$ cat src/rtl/parity_accumulator.sv
// Streaming XOR/XNOR column-parity accumulator with valid/ready handshaking.
// Folds a frame of WIDTH-bit beats into a parity word, an overall parity bit and a beat count.
module parity_accumulator #(
    parameter int unsigned  WIDTH   = 8,
    parameter int unsigned  MAX_LEN = 16,
    parameter bit           ODD     = 1'b0,
    localparam int unsigned CW      = $clog2(MAX_LEN + 1)
) (
    input  logic             i_clk,
    input  logic             i_rst,
    input  logic             i_in_valid,
    output logic             o_in_ready,
    input  logic [WIDTH-1:0] i_in_data,
    input  logic             i_in_last,
    output logic             o_par_valid,
    input  logic             i_out_ready,
    output logic [WIDTH-1:0] o_par_word,
    output logic             o_par_bit,
    output logic [CW-1:0]    o_word_count,
    output logic             o_err
);

    typedef enum logic [1:0] {StIdle, StAcc, StHold} state_e;

    state_e           r_state;
    logic [WIDTH-1:0] r_acc;
    logic             r_acc_bit;
    logic [CW-1:0]    r_count;
    logic             r_par_valid;
    logic             r_err;

    logic w_accept;
    logic w_handoff;
    logic w_in_bit;
    logic w_full;

    assign o_in_ready = (r_state != StHold) & ~i_rst;
    assign w_accept   = i_in_valid & o_in_ready;
    assign w_handoff  = r_par_valid & i_out_ready;
    assign w_in_bit   = ^i_in_data;
    // The beat being accepted now is the MAX_LEN-th one.
    assign w_full     = (r_count == CW'(MAX_LEN - 1));

    always_ff @(posedge i_clk or posedge i_rst) begin
        if (i_rst) begin
            r_state     <= StIdle;
            r_acc       <= '0;
            r_acc_bit   <= 1'b0;
            r_count     <= '0;
            r_par_valid <= 1'b0;
            r_err       <= 1'b0;
        end else begin
            unique case (r_state)
                StIdle: begin
                    if (w_accept) begin
                        r_acc     <= i_in_data;
                        r_acc_bit <= w_in_bit;
                        r_count   <= CW'(1);
                        if (i_in_last || MAX_LEN == 1) begin
                            r_state     <= StHold;
                            r_par_valid <= 1'b1;
                        end else begin
                            r_state <= StAcc;
                        end
                    end
                end
                StAcc: begin
                    if (w_accept) begin
                        r_acc     <= r_acc ^ i_in_data;
                        r_acc_bit <= r_acc_bit ^ w_in_bit;
                        r_count   <= r_count + 1'b1;
                        if (i_in_last) begin
                            r_state     <= StHold;
                            r_par_valid <= 1'b1;
                        end else if (w_full) begin
                            // Truncate: keep this beat, refuse the rest.
                            r_state     <= StHold;
                            r_par_valid <= 1'b1;
                            r_err       <= 1'b1;
                        end
                    end
                end
                StHold: begin
                    if (w_handoff) begin
                        r_state     <= StIdle;
                        r_par_valid <= 1'b0;
                        r_err       <= 1'b0;
                        r_count     <= '0;
                    end
                end
                default: r_state <= StIdle;
            endcase
        end
    end

    assign o_par_valid  = r_par_valid;
    assign o_par_word   = r_acc ^ {WIDTH{ODD}};
    assign o_par_bit    = r_acc_bit ^ ODD;
    assign o_word_count = r_count;
    assign o_err        = r_err;

endmodule

$ cat config.mk
export PLATFORM = sky130hd
export DESIGN_NAME = parity_accumulator
export DESIGN_NICKNAME = d
export VERILOG_FILES = /design/src/rtl/parity_accumulator.sv
export SDC_FILE = /design/constraint.sdc
export NUM_CORES = 1
export LEC_CHECK = 0
export BUFFER_PORTS_ARGS = -buffer_cell sky130_fd_sc_hd__buf_2
export CAP_MARGIN = 10
export CORE_ASPECT_RATIO = 1.4
export CORE_MARGIN = 10
export CORE_UTILIZATION = 50
export DETAILED_ROUTE_END_ITERATION = 12
export GPL_ROUTABILITY_DRIVEN = 0
export PLACE_DENSITY = 0.76
export SLEW_MARGIN = 10
export SYNTH_ARGS = -nofsm -noshare
export SYNTH_HDL_FRONTEND = slang
export SYNTH_SLANG_ARGS = --single-unit
$ cat constraint.sdc
create_clock -name i_clk -period 2.35 [get_ports i_clk]
set_input_delay 0.235 -clock i_clk [delete_from_list [all_inputs] [get_ports i_clk]]
set_output_delay 0.235 -clock i_clk [all_outputs]
set_load 0.01 [all_outputs]
# Word level (Yosys, flattened, before mapping)

Cells that the tools add are included.

$add $sub $neg: 1
$mul: 0
Div/mod/pow operators: 0
Magnitude comparators: 0
Equality and inequality tests: 11
Shifts and indexed selects: 0
Mux-type cells: 27
Bitwise operators: 6
Reduce and logical (&&, ||, !) cells: 10

Operators with widths:

| cell                                                 | number |
|---|---|
| 2-to-1 mux 8 bit                                     | 2 |
| case mux 8 bit (2 select lines)                      | 1 |
| 2-to-1 mux 5 bit                                     | 3 |
| case mux 5 bit (3 select lines)                      | 1 |
| inequality test 2 bit (second input constant)        | 7 |
| 2-to-1 mux 2 bit                                     | 6 |
| 2-to-1 mux 1 bit                                     | 10 |
| AND reduction 4 bit                                  | 2 |
| parity 8 bit                                         | 1 |
| bitwise XOR 8 bit                                    | 1 |
| case mux 2 bit (3 select lines)                      | 1 |
| AND reduction 6 bit                                  | 1 |
| adder 5 x 1 -> 5 bit (second input constant)         | 1 |
| equality test 5 x 4 -> 1 bit (second input constant) | 1 |
| AND reduction 5 bit                                  | 1 |
| case mux 1 bit (2 select lines)                      | 2 |
| nonzero test 2 bit                                   | 2 |
| bitwise AND 1 bit                                    | 3 |
| inequality test 3 bit (second input constant)        | 1 |
| case mux 1 bit (3 select lines)                      | 1 |
| AND reduction 3 bit                                  | 1 |
| nonzero test 3 bit                                   | 1 |
| equality test 2 x 1 -> 1 bit (second input constant) | 1 |
| equality test 2 bit (second input constant)          | 1 |
| other kinds (3)                                      | 3 |

Flip-flop bits (word level): 18
Latch bits: 0
RAM bits: 0
ROM bits: 0
Input port bits: 13
Output and inout port bits: 17
Word-level logic and storage cells: 61
Memories kept: 0

# Longest topological paths before layout

Word-level depth: 5
Gate-level depth with buffers: 8
Mapped depth without buffers: 8

# Worst setup path before layout

OpenSTA, ideal clock, no wires.

Path type: flip-flop to flip-flop
Start point: register r_state[0]
End point: register r_count[2], in the netlist o_word_count[2]
Library setup time: 0.130 ns
Data arrival time: 1.682 ns
Required time: 2.220 ns
Setup slack: 0.539 ns
Cell stages (with the launch flop): 9
Path buffers: 1
Clock period less this slack: 1.811 ns
Path through: dfrtp_1 inv_1 ha_1 nor3b_4 nor2_2 or3_1 buf_6 o21ai_2 o31ai_2

Cells in the longest elaborated chain, start to end: 5
Elaborated cells between the ends (all ways): 12
Those cells by class: 6 x eq/ne; 1 x mux; 2 x bitwise; 3 x reduce/logical

RTL lines:

| what                                   | RTL line | text |
|---|---|---|
| start, declared                        | 25       | `state_e r_state;` |
| start signal, assigned                 | 46       | `r_state <= StIdle;` |
| start signal, assigned                 | 60       | `r_state <= StHold;` |
| start signal, assigned                 | 63       | `r_state <= StAcc;` |
| inequality test 2 bit                  | 37       | `assign o_in_ready = (r_state != StHold) & ~i_rst;` |
| bitwise AND 1 bit                      | 37       |  |
| bitwise AND 1 bit                      | 38       | `assign w_accept = i_in_valid & o_in_ready;` |
| inequality test 2 bit (no source line) | --       |  |
| AND reduction 4 bit (no source line)   | --       |  |
| end signal, assigned                   | 71       | `r_count <= r_count + 1'b1;` |
| end, declared                          | 28       | `logic [CW-1:0] r_count;` |

Parallel ways exist; a longest one is shown, timed or not.
A chain may end at the register's enable or synchronous reset.

# Worst setup path after layout

Start point: register r_state[0]
End point: register r_count[3], in the netlist o_word_count[3]

Same word-level chain as after synthesis.

==> results.py <==
metrics = {
    "outcome": {
        "status": "complete, no violations",
    },
    "clock_network": {
        "clock_latency_ns": 0.30,
        "clkTransAtPathRegs_ns": 0.11,
        "cts_tree": "yes",
        "ctsHoldBuffers": 0,
        "cts_resized": 0,
        "cts_setup_buffers": 0,
        "cts_buffer_depth": 2,
        "cts_made_buffers": 3,
        "cts_max_level": 1,
        "clock-sinks": 18,
        "root_buffer": "clkbuf_4",
    },
    "worst_setup_path": {
        "worstPathCellList": "inv_1 -> ha_1 -> nor3b_4 -> nor2_2 -> or3_1 -> o21ai_1 -> o21ai_1",
        "critical_path_class": "reg2reg",
        "arrival_ns": 2.24,
        "r2r_cells": 7,
        "critical_path.max_stage_delay_ns": 0.49,
        "r2r_setup_slack_ns": 0.30,
        "critPathBufInv": 1,
        "critPathMaxFanout": 10,
        "critPathRequiredTime_ns": 2.54,
        "end_kind": "register",
        "r2r_end": "o_word_count[3]$_DFFE_PP0P_",
        "cp-start-kind": "register",
        "crit_slowest_cell": "or3_1",
        "r2r_start": "r_state[0]$_DFFE_PP0P_",
        "critPathTopFamily": "simple AND/OR/NAND/NOR gates",
        "crit_top_cell": "o21ai_1",
    },
    "sta": {
        "worst_pin_slew_ns": 0.698,
        "hold_viol_final": 0,
        "slew_headroom_pct": 53.4,
        "holdWs_ns": 0.0685,
        "fin_crit_sh_pct": 87.4,
        "fin_setup_tns_ns": 0,
        "setup_violations": 0,
        "rsz0062_at_grt": "no",
        "finClkSkew_ns": 0.00447,
        "fmax_ghz": 0.487,
        "drv_slew": 0,
        "min_period_ns": 2.05,
    },
    "synth": {
        "yosysUniqueCellTypes": 33,
        "ys.warnings.count": 0,
        "synth.avg_cell_area_um2": 9.06,
        "synthesis.nets": 139,
        "yosysSeqAreaShare_pct": 41.4,
        "syn_area_mm2": 0.00109,
        "synth_cells": 120,
        "ys_ff_latch": 18,
        "postSynth.asyncResetShare_pct": 100,
        "ys.flop_type": "dfrtp_1",
        "synth-edff-count": 0,
    },
    "routing": {
        "first_pass_iters": 4,
        "drtAntennaViolNets": 0,
        "wl_um": 2480,
        "wl_per_cell_um": 14.5,
        "drc": 0,
        "vias": 960,
        "routed_via_density": 5.61,
        "drtIter0Drc": 36,
    },
    "global_routing": {
        "overflow": 0,
        "antenna_found_initial": 0,
        "grt_max_degree": 24,
        "grt_pass1_vias": 964,
        "grtUsageTotal_pct": 11.8,
        "grt_first_pass_wirelength_um": 4180,
    },
    "pwr": {
        "p_leak_uw": 0.000603,
        "powerDensity_mw_per_mm2": 1090,
        "ir_drop_mv": 0.707,
        "p_total_uw": 1400,
    },
    "floorplanning": {
        "start_util_pct": 53.8,
        "core-area_mm2": 0.00202,
        "fp-row-count": 19,
        "die_h_um": 75.2,
        "num_io_pins": 30,
        "fp.dieArea_mm2": 0.00447,
        "die_w_um": 59.4,
    },
    "run": {
        "drv_cap": 0,
    },
    "layout": {
        "post_route_cells_drive_above_1_share_pct": 27.3,
        "nNetsFinal": 170,
        "area.sequential_um2": 450,
        "area_delta_synth_final_pct": 17.8,
        "multiInputGateArea_um2": 589,
        "n_antenna_cell": 0,
        "n_fill_cell": 185,
    },
    "worst_hold_path": {
        "hp-class": "in2async",
    },
    "place": {
        "hpwl_um": 1980,
        "io_buffers": 29,
    },
}
## metal layers
metal | up-vias | part of all wire [%] | track usage (%)
met5 | - | 0 | 0
met4 | 0 | 2.4 | 6.14
met3 | 8 | 6.6 | 3.54
met2 | 24 | 52 | 20.9
met1 | 441 | 39 | 12.0
li1 | 487 | - | -
## kinds of logic (layout without fill, tap and decap cells)
logic type | count (synthesis) | in the layout | synth area share (%)
compound gates | 42 | 42 | 23.0
xor+xnor | 7 | 7 | 5.64
fa+ha+maj | 6 | 6 | 6.90
buf+inv | 10 | 40 | 4.37
flops | 18 | 18 | 41.4
mux | 2 | 2 | 1.96
simple gates | 35 | 35 | 16.7
## state kept, by name (all words and copies together), names as in the netlist
name	count
o_par_bit	1
o_word_count	5
o_par_word	8
o_err	1
r_state	2
o_par_valid	1
## worst max path at each step
| stage | start | to | slack (ns) | cells past startpoint |
|---|---|---|---|---|
| finish | r_state[0]$_DFFE_PP0P_ | o_word_count[3]$_DFFE_PP0P_ | 0.30 | 7 |
| global route | r_state[0]$_DFFE_PP0P_ | o_word_count[3]$_DFFE_PP0P_ | 0.15 | 7 |
| CTS | r_state[0]$_DFFE_PP0P_ | o_word_count[2]$_DFFE_PP0P_ | 0.29 | 7 |
| detailed placement | r_state[0]$_DFFE_PP0P_ | o_word_count[2]$_DFFE_PP0P_ | 0.30 | 7 |
| global placement | r_state[0]$_DFFE_PP0P_ | o_word_count[2]$_DFFE_PP0P_ | 0.41 | 7 |
| floorplan | r_state[0]$_DFFE_PP0P_ | o_word_count[2]$_DFFE_PP0P_ | 0.54 | 8 |
## cell type report
| type | count | share of cell area (%) |
|---|---|---|
| inverter | 5 | 1.46 |
| clock buffer | 4 | 2.83 |
| timing repair buffer | 31 | 12.5 |
| multi-input combinational | 92 | 46.0 |
| sequential | 18 | 35.2 |
| tap | 21 | 2.05 |
## stage by stage
stage | std cells | area [um2] | setup slack, ns | utilization [%]
after floorplan | 120 | 1090 | 0.539 | -
final | 171 | 1280 | 0.296 | 63.4
after global placement | 167 | 1240 | 0.414 | 61.6
after global routing | 171 | 1280 | 0.154 | 63.4
after detailed placement | 167 | 1240 | 0.304 | 61.6
after CTS | 171 | 1280 | 0.292 | 63.4
## worst register-to-register path, stage by stage, from the launching register on
cell and delay [ns]:
dfrtp_1 0.41, inv_1 0.08, ha_1 0.29, nor3b_4 0.30, nor2_2 0.10, or3_1 0.49
o21ai_1 0.20, o21ai_1 0.08
## layout by cell type, fill, tap and decap left out, types with 2 or more instances in the layout
cell,instances
a21oi_1,17
buf_2,29
buf_4,2
clkbuf_4,3
dfrtp_1,18
ha_1,6
inv_1,5
nand2_1,12
nand2b_1,2
nand3_1,6
nor2_1,6
nor2b_1,3
o21ai_0,11
o21ai_1,2
o22ai_1,3
o31ai_2,2
xnor2_1,6
## power by group
part	leakage (uW)	switching, uW	internal, uW
Clock	0.0000210	103	94.5
Sequential	0.000229	97.5	418
Combinational	0.000353	407	277
## cell usage after synthesis (2+ instances only)
master | number | area share [%]
ha_1 | 6 | 6.9
o22ai_1 | 3 | 1.7
nor2b_1 | 3 | 1.7
buf_2 | 2 | 0.92
o21ai_1 | 2 | 0.92
o31ai_2 | 2 | 2.3
nand3_1 | 6 | 2.8
o21ai_0 | 11 | 5.1
clkbuf_1 | 2 | 0.69
a21oi_1 | 17 | 7.8
dfrtp_1 | 18 | 41
nand2b_1 | 2 | 1.2
nor2_1 | 6 | 2.1
inv_1 | 5 | 1.7
xnor2_1 | 6 | 4.8
nand2_1 | 12 | 4.1
(Power assumes the default switching activity.)
